## src/rtl/dadda_pkg.sv

```systemverilog
// dadda_pkg: Dadda height sequence, level/latency helpers and column-height types
// shared by dadda_pipe_tree and dadda_level.
package dadda_pkg;
  localparam int MAX_COLS = 64;
  typedef logic [7:0] height_t;
  typedef logic [MAX_COLS*8-1:0] heights_t;
  function automatic int dadda_d(input int j);
    int d = 2;
    for (int i = 1; i < j; i++) d = d * 3 / 2;
    return d;
  endfunction
  function automatic int num_levels(input int n);
    int l = 0;
    while (dadda_d(l + 1) < n) l++;
    return l;
  endfunction
  function automatic int level_target(input int n, input int lvl);
    return dadda_d(num_levels(n) - lvl);
  endfunction
  function automatic int latency(input int levels, input int reg_every);
    return levels == 0 ? 1 : (levels + reg_every - 1) / reg_every;
  endfunction
  // Minimal-adder rule: each column sheds exactly its excess over d, carries ripple into the next column.
  function automatic int col_add(input heights_t h, input int d, input int c, input bit ha);
    int ci = 0;
    int ex = 0;
    int fa = 0;
    int hc = 0;
    for (int i = 0; i <= c; i++) begin
      ex = int'(h[i*8 +: 8]) + ci - d;
      fa = ex > 0 ? ex / 2 : 0;
      hc = ex > 0 ? ex % 2 : 0;
      ci = fa + hc;
    end
    return ha ? hc : fa;
  endfunction
  function automatic int col_cin(input heights_t h, input int d, input int c);
    return col_add(h, d, c - 1, 1'b0) + col_add(h, d, c - 1, 1'b1);
  endfunction
  function automatic heights_t heights_at(input int n, input int w, input int lvl);
    heights_t h = '0;
    heights_t o;
    int d;
    int t;
    for (int c = 0; c < w; c++) h[c*8 +: 8] = height_t'(n);
    for (int l = 0; l < lvl; l++) begin
      d = level_target(n, l);
      o = '0;
      for (int c = 0; c < w; c++) begin
        t = int'(h[c*8 +: 8]) + col_cin(h, d, c);
        o[c*8 +: 8] = height_t'(t < d ? t : d);
      end
      h = o;
    end
    return h;
  endfunction
endpackage

```

## src/rtl/dadda_level.sv

```systemverilog
// dadda_level: one combinational Dadda level; column c holds its bits at [c*MAXH +: MAXH],
// packed from bit 0 upward, and leaves with at most D bits.
module dadda_level import dadda_pkg::*; #(
  parameter int W = 11,
  parameter int MAXH = 8,
  parameter int D = 6,
  parameter heights_t HIN = '0
) (
  input  logic [W*MAXH-1:0] i_bits,
  output logic [W*MAXH-1:0] o_bits
);
  logic [MAXH-1:0] w_cy [W];
  for (genvar c = 0; c < W; c++) begin : g_col
    localparam int H = int'(HIN[c*8 +: 8]);
    localparam int FA = col_add(HIN, D, c, 1'b0);
    localparam int HA = col_add(HIN, D, c, 1'b1);
    localparam int CI = col_cin(HIN, D, c);
    localparam int P = H - 3 * FA - 2 * HA;
    logic [MAXH-1:0] w_col, w_cin, w_s, w_c, w_o;
    assign w_col = i_bits[c*MAXH +: MAXH];
    if (c == 0) begin : g_c0
      assign w_cin = '0;
    end else begin : g_cn
      assign w_cin = w_cy[c-1];
    end
    // Output column order: adder sums, untouched bits, then carries from the column below.
    always_comb begin
      w_s = '0;
      w_c = '0;
      w_o = '0;
      for (int k = 0; k < FA; k++) begin
        w_s[k] = w_col[3*k] ^ w_col[3*k+1] ^ w_col[3*k+2];
        w_c[k] = (w_col[3*k] & w_col[3*k+1]) | (w_col[3*k+2] & (w_col[3*k] ^ w_col[3*k+1]));
      end
      for (int k = 0; k < HA; k++) begin
        w_s[FA+k] = w_col[3*FA+2*k] ^ w_col[3*FA+2*k+1];
        w_c[FA+k] = w_col[3*FA+2*k] & w_col[3*FA+2*k+1];
      end
      for (int k = 0; k < FA + HA; k++) w_o[k] = w_s[k];
      for (int k = 0; k < P; k++) w_o[FA+HA+k] = w_col[3*FA+2*HA+k];
      for (int k = 0; k < CI; k++) w_o[FA+HA+P+k] = w_cin[k];
    end
    assign w_cy[c] = w_c;
    assign o_bits[c*MAXH +: MAXH] = w_o;
  end
endmodule

```

## src/rtl/dadda_pipe_tree.sv

```systemverilog
// dadda_pipe_tree: pipelined Dadda carry-save compressor of NUM_OPS operands.
// Define DADDA_FINAL_CPA_EN to add a registered carry-propagate adder driving sum.
module dadda_pipe_tree import dadda_pkg::*; #(
  parameter int NUM_OPS = 8,
  parameter int IN_W = 8,
  parameter int OUT_W = 11,
  parameter int REG_EVERY = 2,
  parameter int SIGNED = 0
) (
  input  logic                    clk,
  input  logic                    rst,
  input  logic                    in_valid,
  output logic                    in_ready,
  input  logic [NUM_OPS*IN_W-1:0] in_ops,
  output logic                    out_valid,
  input  logic                    out_ready,
  output logic [OUT_W-1:0]        vector0,
  output logic [OUT_W-1:0]        vector1
`ifdef DADDA_FINAL_CPA_EN
  ,
  output logic [OUT_W-1:0]        sum
`endif
);
  localparam int LEVELS = num_levels(NUM_OPS);
  localparam int S = latency(LEVELS, REG_EVERY);
  localparam int MW = OUT_W * NUM_OPS;
  localparam int LN = LEVELS > 0 ? LEVELS : 1;
  logic [MW-1:0] w_mat, w_lin [LN], w_lout [LN], w_sin [S], r_st [S];
  logic [S-1:0] r_vld;
  logic [S:0] w_vin;
  logic [OUT_W-1:0] w_v0, w_v1;
  logic w_last, w_en;
  always_comb begin
    logic [OUT_W-1:0] e;
    w_mat = '0;
    e = '0;
    for (int k = 0; k < NUM_OPS; k++) begin
      e = SIGNED != 0 ? OUT_W'($signed(in_ops[k*IN_W +: IN_W])) : OUT_W'(in_ops[k*IN_W +: IN_W]);
      for (int c = 0; c < OUT_W; c++) w_mat[c*NUM_OPS+k] = e[c];
    end
  end
  for (genvar l = 0; l < LEVELS; l++) begin : g_lv
    if (l == 0) begin : g_i
      assign w_lin[l] = w_mat;
    end else if (l % REG_EVERY == 0) begin : g_r
      assign w_lin[l] = r_st[l/REG_EVERY-1];
    end else begin : g_c
      assign w_lin[l] = w_lout[l-1];
    end
    dadda_level #(
      .W(OUT_W), .MAXH(NUM_OPS), .D(level_target(NUM_OPS, l)), .HIN(heights_at(NUM_OPS, OUT_W, l))
    ) u_lv (.i_bits(w_lin[l]), .o_bits(w_lout[l]));
  end
  for (genvar s = 0; s < S; s++) begin : g_st
    if (LEVELS == 0) begin : g_0
      assign w_sin[s] = w_mat;
    end else begin : g_l
      assign w_sin[s] = w_lout[((s+1)*REG_EVERY < LEVELS ? (s+1)*REG_EVERY : LEVELS) - 1];
    end
  end
  assign w_en = !(w_last && !out_ready);
  assign in_ready = w_en;
  assign out_valid = w_last;
  assign w_vin = {r_vld, in_valid};
  // Stage data only loads with a valid word so bubbles leave the last result in place.
  always_ff @(posedge clk)
    if (rst) begin
      r_vld <= '0;
      for (int s = 0; s < S; s++) r_st[s] <= '0;
    end else if (w_en) begin
      r_vld <= w_vin[S-1:0];
      for (int s = 0; s < S; s++) if (w_vin[s]) r_st[s] <= w_sin[s];
    end
  always_comb begin
    w_v0 = '0;
    w_v1 = '0;
    for (int c = 0; c < OUT_W; c++) begin
      w_v0[c] = r_st[S-1][c*NUM_OPS];
      w_v1[c] = r_st[S-1][c*NUM_OPS+1];
    end
  end
`ifdef DADDA_FINAL_CPA_EN
  logic r_cv;
  logic [OUT_W-1:0] r_v0, r_v1, r_sum;
  always_ff @(posedge clk)
    if (rst) begin
      r_cv <= 1'b0;
      r_v0 <= '0;
      r_v1 <= '0;
      r_sum <= '0;
    end else if (w_en) begin
      r_cv <= r_vld[S-1];
      if (r_vld[S-1]) begin
        r_v0 <= w_v0;
        r_v1 <= w_v1;
        r_sum <= w_v0 + w_v1;
      end
    end
  assign w_last = r_cv;
  assign vector0 = r_v0;
  assign vector1 = r_v1;
  assign sum = r_sum;
`else
  assign w_last = r_vld[S-1];
  assign vector0 = w_v0;
  assign vector1 = w_v1;
`endif
endmodule

```

## config.mk

```make
export PLATFORM = sky130hd
export DESIGN_NAME = dadda_pipe_tree
export DESIGN_NICKNAME = d
export VERILOG_FILES = /design/src/rtl/dadda_pkg.sv /design/src/rtl/dadda_level.sv /design/src/rtl/dadda_pipe_tree.sv
export SDC_FILE = /design/constraint.sdc
export NUM_CORES = 1
export LEC_CHECK = 0
export CORE_ASPECT_RATIO = 0.6
export CORE_UTILIZATION = 54
export CTS_CLUSTER_DIAMETER = 200
export DETAILED_ROUTE_END_ITERATION = 16
export GPL_TIMING_DRIVEN = 1
export PLACE_DENSITY = 0.86
export SLEW_MARGIN = 20
export SYNTH_ARGS = -nofsm -noshare
export SYNTH_HDL_FRONTEND = slang
export SYNTH_SLANG_ARGS = --single-unit
```

## constraint.sdc

```tcl
create_clock -name clk -period 3.3 [get_ports clk]
set_clock_uncertainty 0.2 [all_clocks]
set_input_delay 0.825 -clock clk [delete_from_list [all_inputs] [get_ports clk]]
set_output_delay 0.825 -clock clk [all_outputs]
set_load 0.005 [all_outputs]
```

Word level (Yosys, flattened, before mapping)
Memory sizes are Yosys's and may differ from the RTL's. Cells that the tools add are included.

Register bits after elaboration: 2. RAM bits: 82. Input bits: 68. Output and inout bits: 24. Word-level logic and storage cells: 263. Memories kept: 1.

Memory list: r_st (words 2, width 41, read ports 2, clocked after Yosys merged registers in 0, wr ports 2, line dadda_pipe_tree.sv:28) `logic [MW-1:0] w_mat, w_lin [LN], w_lout [LN], w_sin [S], r_st [S];`.

Multiplexer cells: 12. Bitwise operators: 246. Reduce and logical (&&, ||, !) cells: 3.

Operators by type and width (number): bitwise XOR 1 bit (98); bitwise AND 1 bit (96); two-way mux 41 bit (2); bitwise OR 1 bit (48); two-way mux 1 bit (10); bitwise XOR 1 bit, second input constant (3); zero test 1 bit (2); bitwise AND 1 bit, first input constant (1); logical AND 1 bit (1).

Longest topological paths before layout
Depth after elaboration: 7. Depth in mapped cells: 5. Gate-level depth less buffers: 5.

Hierarchy
A second synthesis with hierarchy kept.

Cell total of the unflattened synthesis: 590. Area total of the unflattened synthesis: 8510.7 µm².

Modules (own cells, without submodules): dadda_pipe_tree (times used 1, cells each 292, area an instance 5495.3 µm², seq. area each 3343.2 µm²); dadda_level (g_lv[0].u_lv ...) (times used 2, cells each 70, area an instance 784.5 µm², seq. area each 0.0 µm²); dadda_level (g_lv[2].u_lv ...) (times used 2, cells each 79, area an instance 723.2 µm², seq. area each 0.0 µm²).

Worst setup path before layout
No wires, ideal clock.

Path type: in2reg. Start point: input port out_ready. End point: memory r_st[0][0] (netlist name), enable pin. Setup time: 0.392 ns. Data arrival time: 2.008 ns. Setup slack: 0.700 ns. Cell stages on the path: 5. Cell sequence: nor2b_4 -> buf_6 -> buf_6 -> inv_1 -> a21o_1.

RTL lines: start, declared (line dadda_pipe_tree.sv:16) `input logic out_ready,`; end, declared (line dadda_pipe_tree.sv:28).

Worst setup path after layout
Start point: input port out_ready. End point: output port in_ready.

Longest elaborated chain between the ends: 3.

RTL lines: zero test 1 bit (line dadda_pipe_tree.sv:61) `assign w_en = !(w_last && !out_ready);`; logical AND 1 bit (line dadda_pipe_tree.sv:61); zero test 1 bit (line dadda_pipe_tree.sv:61); end, declared (line dadda_pipe_tree.sv:13) `output logic in_ready,`.

No other way between the ends.

==> run_results.csv <==
group,metric,value,unit
route,initialDrtViolationCount,65,
setup_path,cp_cell_sequence,"clkdlybuf4s50_1 -> nor2b_4 -> inv_1 -> clkdlybuf4s50_1",
yosys,synth-async-reset-ratio,0,%
yosys,ys_ff_latch,59,
setup_path,slowest_delay,520,ps
floorplan,ios,92,
yosys,ys.flop_type,"edfxtp_1",
yosys,seq_area_frac_synth,46.71,%
clock_tree,tritoncts,"done",
placement,port_buffers,90,
route,vias,2177,
sta,rsz0062_at_grt,"no",
layout,n_antenna_cell,0,
grt,grt_max_degree,59,
sta,finalSetupViolCount,0,
clock_tree,post_cts_buffers,0,
layout,area_delta_synth_final,31.00,%
yosys,synth_warnings,0,
setup_path,worstPathArrival,2020,ps
yosys,synthTopCellsByArea,"edfxtp_1 46%, fa_1 23%, nor4b_2 8.4%, inv_1 4.6%, nor4b_1 4.4%",
setup_path,path_depth,4,
setup_path,critical_path.top_delay_family,"buffers and inverters",
sta,worst_hold_slack,351.3,ps
clock_tree,cts_resized,0,
sta,max_clock_freq,328.7,MHz
floorplan,dieArea,7293,um^2
grt,antenna_found_initial,0,
clock_tree,insertion_delay,320,ps
clock_tree,cts_root_buf,"clkbuf_16",
floorplan,rows,23,
route,drt_pre_antenna_iters,4,
layout,finalNetCount,445,
layout,fin_util,73.26,%
yosys,syn_area,3750,um^2
sta,drv_slew,0,
placement,place_area,4639,um^2
layout,final_layout_size_suffix_gt1_share,15.15,%
clock_tree,cts_max_path_buffers,2,
clock_tree,cts_hold_buf,0,
yosys,synth_top_cell_by_area,"edfxtp_1",
route,post-route-drc-count,0,
power_and_ir_drop,p_leak,1.905,nW
floorplan,coreArea,6705,um^2
yosys,syn_nets,360,
setup_path,reg2reg_from,"r_st[0][20]",
setup_path,criticalPathCategory,"in2out",
sta,tightest_slew,887.2,ps
sta,finalHoldViolCount,0,
status,outcome,"completed",
setup_path,r2r_slack,1060,ps
clock_tree,cts_max_level,3,
grt,grt_pass1_vias,2225,
run,cap_violations,0,
setup_path,crit_slowest_cell,"clkdlybuf4s50_1",
yosys,synth.avg_cell_area,15.50,um^2
route,vias_per_cell,5.221,
route,routedWlPerCell,15.77,um
sta,finalSetupTns,0,ps
grt,gr-total-overflow,0,
setup_path,cp-end-kind,"output pin",
worst_hold_path,min_to,"r_vld[1]",
worst_hold_path,hp-class,"reg2reg",
setup_path,cp_common_cell,"clkdlybuf4s50_1",
grt,grt_pass1_wl,10520,um
setup_path,required,2270,ps
power_and_ir_drop,p_per_area,482.7,nW/um^2
power_and_ir_drop,max-vdd-ir-drop,0.3553,mV
yosys,synth_edf_count,57,
clock_tree,cts_made_buffers,9,
sta,fin_crit,3042,ps
clock_tree,path_clk_slew,50,ps
layout,fill_cells,450,
floorplan,initial_core_util,55.92,%
layout,final_cell_area,4912,um^2
sta,max-slew-margin-rel,40.85,%
setup_path,start_kind,"input port",
route,ant_nets,0,
yosys,yosys.area.top_type_share,45.65,%
worst_hold_path,hold_depth,2,
placement,routabilityCongestion,0.7070,
placement,dp_hpwl,4592,um
grt,grt_usage,20.01,%
worst_hold_path,hold_start,"r_vld[0]",
setup_path,rr_worst_depth,3,
yosys,synth_cell_types,24,
floorplan,die_w,109.6,um
clock_tree,cts.sink_count,59,
floorplan,die_y,66.55,um
setup_path,reg2reg_to,"r_st[0][61]",
yosys,syn_inst,242,
route,wirelength,6578,um
layout,mostFrequentLayoutCells,"89 x clkdlybuf4s50_1, 57 x edfxtp_1, 46 x inv_1, 43 x fa_1, 21 x nor4b_2",
setup_path,cp_num_buf_inv,3,
setup_path,crit_path_max_fanout,4,
sta,timing.final.crit_share,92.18,%
layout,final_common_cell,"clkdlybuf4s50_1",
[where the power goes]
part	switching (mW)	internal, mW	leakage (nW)
Sequential	0.0355	0.930	0.633
Combinational	0.238	0.312	1.14
Clock	0.289	0.568	0.136
[worst reg2reg max path, delay by kind of cell, from the launching register on]
kind | cells | cell delay, ps
AND/OR/NAND/NOR | 1 | 320
adder cells (fa/ha/maj) | 2 | 1100
flip-flops | 1 | 400
[cells in the mapped netlist, types with 2 or more instances]
master / number
a21o_1: 2
buf_2: 6
buf_4: 6
buf_6: 4
clkbuf_1: 3
dfxtp_1: 2
edfxtp_1: 57
fa_1: 43
ha_1: 7
inv_1: 46
nor4_1: 8
nor4_2: 8
nor4b_1: 19
nor4b_2: 21
[registers in the layout (all words and copies together), names as in the netlist]
| name | cells |
|---|---|
| r_st | 57 |
| r_vld | 2 |
[routing by layer]
layer | routed length (um) | share of wire (%) | vias to the layer above | GRT usage [%]
met2 | 3341 | 51 | 60 | 33.18
met5 | 0 | 0 | - | 0
li1 | - | - | 1020 | -
met1 | 2814 | 43 | 1088 | 25.08
met4 | 105 | 1.6 | 0 | 8.000
met3 | 316 | 4.8 | 9 | 5.577
[per-stage QoR]
stage / setup slack (ps) / std cells / power [mW]
2_1_floorplan: 699.6 / 242 / 1.289
3_5_place_dp: 256.7 / 403 / 1.525
3_3_place_gp: 275.7 / 403 / 1.496
5_1_grt: 205.7 / 417 / 2.488
4_1_cts: 256.4 / 417 / 2.402
6_report: 258.0 / 417 / 2.371
[how the worst max path moves through the flow]
| stage | start | endpoint | slack [ps] |
|---|---|---|---|
| 2_1_floorplan | out_ready | r_st[0][0] | 700 |
| 3_3_place_gp | in_ops[1] | r_st[0][4] | 280 |
| 3_5_place_dp | in_ops[1] | r_st[0][4] | 260 |
| 4_1_cts | out_ready | in_ready | 260 |
| 5_1_grt | out_ready | in_ready | 210 |
| 6_report | out_ready | in_ready | 260 |
[cell families after synthesis]
kind of cell | share of synthesized area (%)
compound gates | 0.6670
fa+ha+maj | 25.29
buf+inv | 8.875
flops | 46.71
other cells | 0.1000
simple gates | 18.35
[area by class of cell]
cell class,instances,area [um^2],share of cell area (%)
flip-flops and latches,59,1752,35.66
well taps,87,108.9,2.216
inverters,46,172.7,3.515
clock inverters,4,43.79,0.8915
repair buffers,95,933.4,19.00
multi-input cells,116,1673,34.05
clock buffers,10,229.0,4.661
No activity file was read; power rests on OpenSTA's default activity.
